==> src/rtl/mdu_iter.sv <==
// Iterative multiply/divide unit with HI/LO result registers.
// Multiplies take MULT_CYCLES cycles, divides take one quotient bit per cycle plus a sign-fix cycle.
module mdu_iter #(
  parameter int WIDTH       = 32,
  parameter int MULT_CYCLES = 5
) (
  input  logic             i_clk,
  input  logic             i_clr,
  input  logic             i_start,
  input  logic [2:0]       i_op,
  input  logic [WIDTH-1:0] i_a,
  input  logic [WIDTH-1:0] i_b,
  input  logic             i_we,
  input  logic             i_wsel,
  input  logic             i_flush,
  output logic             o_busy,
  output logic             o_done,
  output logic [WIDTH-1:0] o_hi,
  output logic [WIDTH-1:0] o_lo
);

  localparam int CNT_MAX = (WIDTH > MULT_CYCLES) ? WIDTH : MULT_CYCLES;
  localparam int CW      = (CNT_MAX > 2) ? $clog2(CNT_MAX) : 1;

  typedef enum logic [1:0] {IDLE, MUL, DIV, FIX} state_t;

  state_t             r_state;
  logic [CW-1:0]      r_cnt;
  logic [2:0]         r_op;
  logic [WIDTH-1:0]   r_a;
  logic [WIDTH-1:0]   r_b;
  logic [WIDTH-1:0]   r_quot;
  logic [WIDTH-1:0]   r_rem;
  logic [WIDTH-1:0]   r_div;
  logic               r_signA;
  logic               r_signB;
  logic               r_dz;
  logic               r_busy;
  logic               r_done;
  logic [WIDTH-1:0]   r_hi;
  logic [WIDTH-1:0]   r_lo;

  logic               w_isDiv;
  logic               w_inSigned;
  logic [WIDTH-1:0]   w_absA;
  logic [WIDTH-1:0]   w_absB;
  logic [2*WIDTH-1:0] w_aExt;
  logic [2*WIDTH-1:0] w_bExt;
  logic [2*WIDTH-1:0] w_prod;
  logic [2*WIDTH-1:0] w_hilo;
  logic [2*WIDTH-1:0] w_mulResult;
  logic [WIDTH:0]     w_remShift;
  logic [WIDTH:0]     w_remSub;
  logic               w_qBit;
  logic [WIDTH-1:0]   w_remNext;
  logic [WIDTH-1:0]   w_quotFix;
  logic [WIDTH-1:0]   w_remFix;

  // Even opcodes are the signed variants in both families.
  assign w_isDiv    = (i_op[2:1] == 2'b01);
  assign w_inSigned = ~i_op[0];
  assign w_absA     = (w_inSigned && i_a[WIDTH-1]) ? -i_a : i_a;
  assign w_absB     = (w_inSigned && i_b[WIDTH-1]) ? -i_b : i_b;

  // Extending to 2*WIDTH first keeps the truncated product exact in both signednesses.
  assign w_aExt = r_op[0] ? {{WIDTH{1'b0}}, r_a} : {{WIDTH{r_a[WIDTH-1]}}, r_a};
  assign w_bExt = r_op[0] ? {{WIDTH{1'b0}}, r_b} : {{WIDTH{r_b[WIDTH-1]}}, r_b};
  assign w_prod = w_aExt * w_bExt;
  assign w_hilo = {r_hi, r_lo};

  always_comb begin
    w_mulResult = w_prod;
    case (r_op[2:1])
      2'b10:   w_mulResult = w_hilo + w_prod;
      2'b11:   w_mulResult = w_hilo - w_prod;
      default: w_mulResult = w_prod;
    endcase
  end

  // Restoring step: borrow out of the trial subtract means the divisor did not fit.
  assign w_remShift = {r_rem, r_quot[WIDTH-1]};
  assign w_remSub   = w_remShift - {1'b0, r_div};
  assign w_qBit     = ~w_remSub[WIDTH];
  assign w_remNext  = w_qBit ? w_remSub[WIDTH-1:0] : w_remShift[WIDTH-1:0];

  assign w_quotFix = (r_signA ^ r_signB) ? -r_quot : r_quot;
  assign w_remFix  = r_signA ? -r_rem : r_rem;

  always_ff @(posedge i_clk or posedge i_clr) begin
    if (i_clr) begin
      r_state <= IDLE;
      r_cnt   <= '0;
      r_op    <= '0;
      r_a     <= '0;
      r_b     <= '0;
      r_quot  <= '0;
      r_rem   <= '0;
      r_div   <= '0;
      r_signA <= 1'b0;
      r_signB <= 1'b0;
      r_dz    <= 1'b0;
      r_busy  <= 1'b0;
      r_done  <= 1'b0;
      r_hi    <= '0;
      r_lo    <= '0;
    end else begin
      r_done <= 1'b0;
      case (r_state)
        IDLE: begin
          if (!i_flush) begin
            if (i_start) begin
              r_a    <= i_a;
              r_b    <= i_b;
              r_op   <= i_op;
              r_busy <= 1'b1;
              if (w_isDiv) begin
                r_signA <= w_inSigned & i_a[WIDTH-1];
                r_signB <= w_inSigned & i_b[WIDTH-1];
                r_rem   <= '0;
                r_quot  <= w_absA;
                r_div   <= w_absB;
                r_cnt   <= CW'(WIDTH - 1);
                if (i_b == '0) begin
                  r_dz    <= 1'b1;
                  r_state <= FIX;
                end else begin
                  r_dz    <= 1'b0;
                  r_state <= DIV;
                end
              end else begin
                r_dz    <= 1'b0;
                r_cnt   <= CW'(MULT_CYCLES - 1);
                r_state <= MUL;
              end
            end else if (i_we) begin
              if (i_wsel) r_hi <= i_a;
              else        r_lo <= i_a;
            end
          end
        end
        MUL: begin
          if (i_flush) begin
            r_state <= IDLE;
            r_busy  <= 1'b0;
          end else if (r_cnt == '0) begin
            {r_hi, r_lo} <= w_mulResult;
            r_done       <= 1'b1;
            r_busy       <= 1'b0;
            r_state      <= IDLE;
          end else begin
            r_cnt <= r_cnt - CW'(1);
          end
        end
        DIV: begin
          if (i_flush) begin
            r_state <= IDLE;
            r_busy  <= 1'b0;
          end else begin
            r_rem  <= w_remNext;
            r_quot <= {r_quot[WIDTH-2:0], w_qBit};
            if (r_cnt == '0) r_state <= FIX;
            else             r_cnt   <= r_cnt - CW'(1);
          end
        end
        FIX: begin
          r_state <= IDLE;
          r_busy  <= 1'b0;
          if (!i_flush) begin
            r_done <= 1'b1;
            if (r_dz) begin
              r_lo <= '1;
              r_hi <= r_a;
            end else begin
              r_lo <= w_quotFix;
              r_hi <= w_remFix;
            end
          end
        end
        default: begin
          r_state <= IDLE;
          r_busy  <= 1'b0;
        end
      endcase
    end
  end

  assign o_busy = r_busy;
  assign o_done = r_done;
  assign o_hi   = r_hi;
  assign o_lo   = r_lo;

endmodule
==> config.mk <==
export PLATFORM = sky130hd
export DESIGN_NAME = mdu_iter
export DESIGN_NICKNAME = d
export VERILOG_FILES = /design/src/rtl/mdu_iter.sv
export SDC_FILE = /design/constraint.sdc
export NUM_CORES = 2
export LEC_CHECK = 0
export CORE_UTILIZATION = 37
export CTS_CLUSTER_DIAMETER = 200
export DETAILED_ROUTE_END_ITERATION = 8
export GPL_TIMING_DRIVEN = 0
export PLACE_DENSITY = 0.63
export SYNTH_ARGS = -nofsm -noshare
export SYNTH_HDL_FRONTEND = slang
export SYNTH_SLANG_ARGS = --single-unit
==> constraint.sdc <==
create_clock -name i_clk -period 19.87 [get_ports i_clk]
set_input_delay 3.974 -clock i_clk [delete_from_list [all_inputs] [get_ports i_clk]]
set_output_delay 3.974 -clock i_clk [all_outputs]
set_load 0.02 [all_outputs]
==> impl_metrics.yaml <==
run_status:
  outcome: "finished, violations left"
  violations: "capacitance limit, slew limit"
floorplan:
  die_y_um: 432
  initial_core_util_pct: 37.3
  io-pin-count: 139
  placement_rows: 157
  core_um2: 183000
  dieArea_um2: 187000
  die_width_um: 432
global_route:
  grt_util_all_layers_pct: 29.9
  wire_length_of_the_first_global_routing_pass_mm: 405
  grt_antenna_before_repair: 21
  globalRouteOverflowTotal: 0
  first_global_vias: 59400
  grt_start_max_net_pins: 122
synthesis:
  synth_top_cell_by_area: "sky130_fd_sc_hd__fa_1"
  syn_area_um2: 68400
  ys_seq_area_share_pct: 8.74
  yosysTopAreaCellShare_pct: 42.0
  syn-num-nets: 9583
  syn-instance-count: 7669
  synth_async_sr_flop_share_pct: 100
  avgSynthCellArea_um2: 8.92
  number_of_enable_type_register_cells_in_the_synthesized_netlist: 0
  synth.yosys.warnings: 0
  ys_types: 103
  synth.area.top_cells: "sky130_fd_sc_hd__fa_1 42%, sky130_fd_sc_hd__inv_1 8.9%, sky130_fd_sc_hd__dfrtp_1 8.7%, sky130_fd_sc_hd__ha_1 7.4%, sky130_fd_sc_hd__and2_1 5.2%"
  ys_ff_latch: 239
  synthFlopType: "sky130_fd_sc_hd__dfrtp_1"
timing:
  timing.final.max_slew_violations: 22
  rsz0062_at_grt: "false"
  hold_viol_final: 0
  finalCriticalPeriod_ps: 15750
  max_freq_mhz: 63.5
  period_utilization_pct: 79.3
  max-slew-margin-rel_pct: -2.83
  max_slew.worst_pin.slew_ps: 1540
  holdWs_ps: 488
  timing.setup.tns_ps: 0
  timing.clock.skew_ps: 25.1
  setup_viol: 0
final_layout:
  num-nets-final: 9745
  synthToLayoutAreaGrowth_pct: 7.90
  drive_gt1_share_pct: 2.65
  fillerInstances: 18400
worst_hold_path:
  holdCritPathClass: "reg2reg"
  worst_hold_launch: "r_div[29]"
critical_path:
  cp_top_family: "adder cells"
  path_depth: 48
  critical_path.reg2reg.startpoint: "r_a[31]"
  cell_depth_of_the_worst_flop_to_flop_path: 48
  end_kind: "register"
  crit_path_max_incr_delay_ps: 860
  path_buf_inv: 11
  crit_fanout: 10
  crit_path_top_delay_cell: "sky130_fd_sc_hd__clkbuf_1"
  r2r_end: "o_hi[31]"
  cp-start-kind: "register"
  worst_setup_path_type: "reg2reg"
  worst_path_most_repeated_cell: "sky130_fd_sc_hd__fa_1"
  reg2reg_setup_slack_ps: 4120
  crit_path_start: "r_a[31]"
  timing.critical_path.to: "o_hi[31]"
  timing.critical_path.required_ps: 20320
  crit_arrival_ps: 16200
clocking:
  cts.reportedPaths.clkPinSlew_ps: 70
  cts_hold_buffers: 0
  numClockSinks: 239
  numCtsBuffers: 26
  cts_tree: "built"
  max-clock-path-buffers: 3
  post_cts_resize_count: 0
  clk_latency_ps: 620
  post_cts_setup_inserts: 0
  clock-root-buffer: "sky130_fd_sc_hd__clkbuf_16"
  htreeDepth: 1
placed_design:
  buffer_ports.inserted: 130
  routabilityCongestion: 1.06
  place.detailed.hpwl_mm: 235
route:
  first_iter_violations: 5641
  route.vias.total: 56600
  detail_route.wirelength_mm: 276
  antenna_violating_nets_post_route: 0
  drc: 0
  wl_per_cell_um: 26.7
  first_pass_iters: 6
  vias_per_cell: 5.48
run:
  timing.max_cap.violations: 2
synthesized netlist by cell type (all sizes together), types with 21 or more instances:
cell type  count
a221oi        39
nor2         208
a21o          88
a211oi        21
inv         1620
xor2         151
xnor2        207
dfrtp        239
nand2        935
buf           28
mux2          78
a21oi        279
nor4          25
a31oi         43
nand4         28
nor2b         24
nand3         44
fa          1435
o21a          21
a21boi        30
or3           26
o31ai         41
ha           406
mux2i         36
o21ai        364
nand2b        32
and2         567
nor3          55
o21bai        29
clkbuf       358
routing by layer:
metal	up-vias	wire length, µm	track usage, %
li1	23800	-	-
met1	28800	106000	38.2
met2	3249	119000	45.9
met3	707	32200	8.48
met4	8	18200	15.6
met5	-	66	0
registers in the layout, indices dropped and copies added (netlist names):
name / cells
o_busy: 1
o_done: 1
o_hi: 32
o_lo: 32
r_a: 32
r_b: 32
r_cnt: 5
r_div: 32
r_dz: 1
r_op: 3
r_quot: 32
r_rem: 32
r_signA: 1
r_signB: 1
r_state: 2
worst register-to-register path: cells and delay by family, from the launching register on:
family                   cells  cell delay, ps
XOR/XNOR                     4            1010
buffers and inverters       11            3100
AND/OR/NAND/NOR             14            3670
flip-flops                   1             330
AO/OA/AOI/OAI                7            1990
adder cells (fa/ha/maj)     12            5470
cell usage in the layout (no fill, tap or decap), types with 13 or more instances in the layout:
cell type,synthesis,routed
sky130_fd_sc_hd__a211oi_1,18,18
sky130_fd_sc_hd__a21boi_0,28,28
sky130_fd_sc_hd__a21o_1,87,87
sky130_fd_sc_hd__a21oi_1,274,274
sky130_fd_sc_hd__a221oi_1,38,38
sky130_fd_sc_hd__a22oi_1,16,16
sky130_fd_sc_hd__a31oi_1,42,42
sky130_fd_sc_hd__and2_1,564,564
sky130_fd_sc_hd__and3_1,18,18
sky130_fd_sc_hd__buf_1,14,14
sky130_fd_sc_hd__buf_2,13,13
sky130_fd_sc_hd__clkbuf_1,356,356
sky130_fd_sc_hd__clkbuf_16,0,26
sky130_fd_sc_hd__clkdlybuf4s50_1,0,130
sky130_fd_sc_hd__dfrtp_1,239,239
sky130_fd_sc_hd__fa_1,1435,1435
sky130_fd_sc_hd__ha_1,406,406
sky130_fd_sc_hd__inv_1,1620,1619
sky130_fd_sc_hd__mux2_2,78,78
sky130_fd_sc_hd__mux2i_1,36,36
sky130_fd_sc_hd__nand2_1,934,933
sky130_fd_sc_hd__nand2b_1,32,32
sky130_fd_sc_hd__nand3_1,42,42
sky130_fd_sc_hd__nand4_1,28,28
sky130_fd_sc_hd__nor2_1,207,206
sky130_fd_sc_hd__nor2b_1,23,23
sky130_fd_sc_hd__nor3_1,52,51
sky130_fd_sc_hd__nor4_1,23,23
sky130_fd_sc_hd__o211ai_1,16,16
sky130_fd_sc_hd__o21a_1,21,21
sky130_fd_sc_hd__o21ai_0,348,348
sky130_fd_sc_hd__o21ai_1,13,13
sky130_fd_sc_hd__o21bai_1,29,29
sky130_fd_sc_hd__o31ai_1,40,40
sky130_fd_sc_hd__o41ai_1,14,14
sky130_fd_sc_hd__or3_1,25,25
sky130_fd_sc_hd__or4_1,15,15
sky130_fd_sc_hd__xnor2_1,205,205
sky130_fd_sc_hd__xor2_1,150,150
final cells by class:
class                      instances  area (µm²)  area share, %
clock buffer                      30         706          0.956
sequential                       239        5980           8.10
timing repair buffer             134        1390           1.88
clock inverter                    16         190          0.258
inverter                        1620        6090           8.25
antenna                            8        20.0         0.0271
buffer                           386        1480           2.00
multi-input combinational       5424       54900           74.4
tap                             2464        3080           4.18
logic make-up (layout without fill, tap and decap cells):
family / Yosys count / in the layout / share of synthesized area [%]
simple gates: 2023 / 2023 / 14.4
buf+inv: 2006 / 2186 / 11.0
fa+ha+maj: 1841 / 1841 / 49.4
compound gates: 1088 / 1088 / 9.95
xor+xnor: 358 / 358 / 4.62
flops: 239 / 239 / 8.74
mux: 114 / 114 / 1.81
other cells: 0 / 8 / 0
per-stage QoR:
stage          std cells  setup WS, ps  area [µm²]  util, %
5_1_grt            10300          3510       73800     40.3
3_3_place_gp       10300          4760       72800     39.7
4_1_cts            10300          4630       73800     40.3
3_5_place_dp       10300          4750       72900     39.8
6_report           10300          4120       73800     40.3
2_1_floorplan       7669          8210       68400        -
how the worst min path moves through the flow:
stage / end / slack (ps) / cells after the start
after detailed placement: r_div[14] / 470 / 2
after global placement: r_div[17] / 470 / 2
final: r_div[29] / 490 / 2
after global routing: r_div[11] / 520 / 2
after CTS: r_div[8] / 490 / 2
after floorplan: r_div[10] / 450 / 2
Power is not shown: default switching activity piles up to over one toggle a cycle in this logic, so the estimate is an artifact.
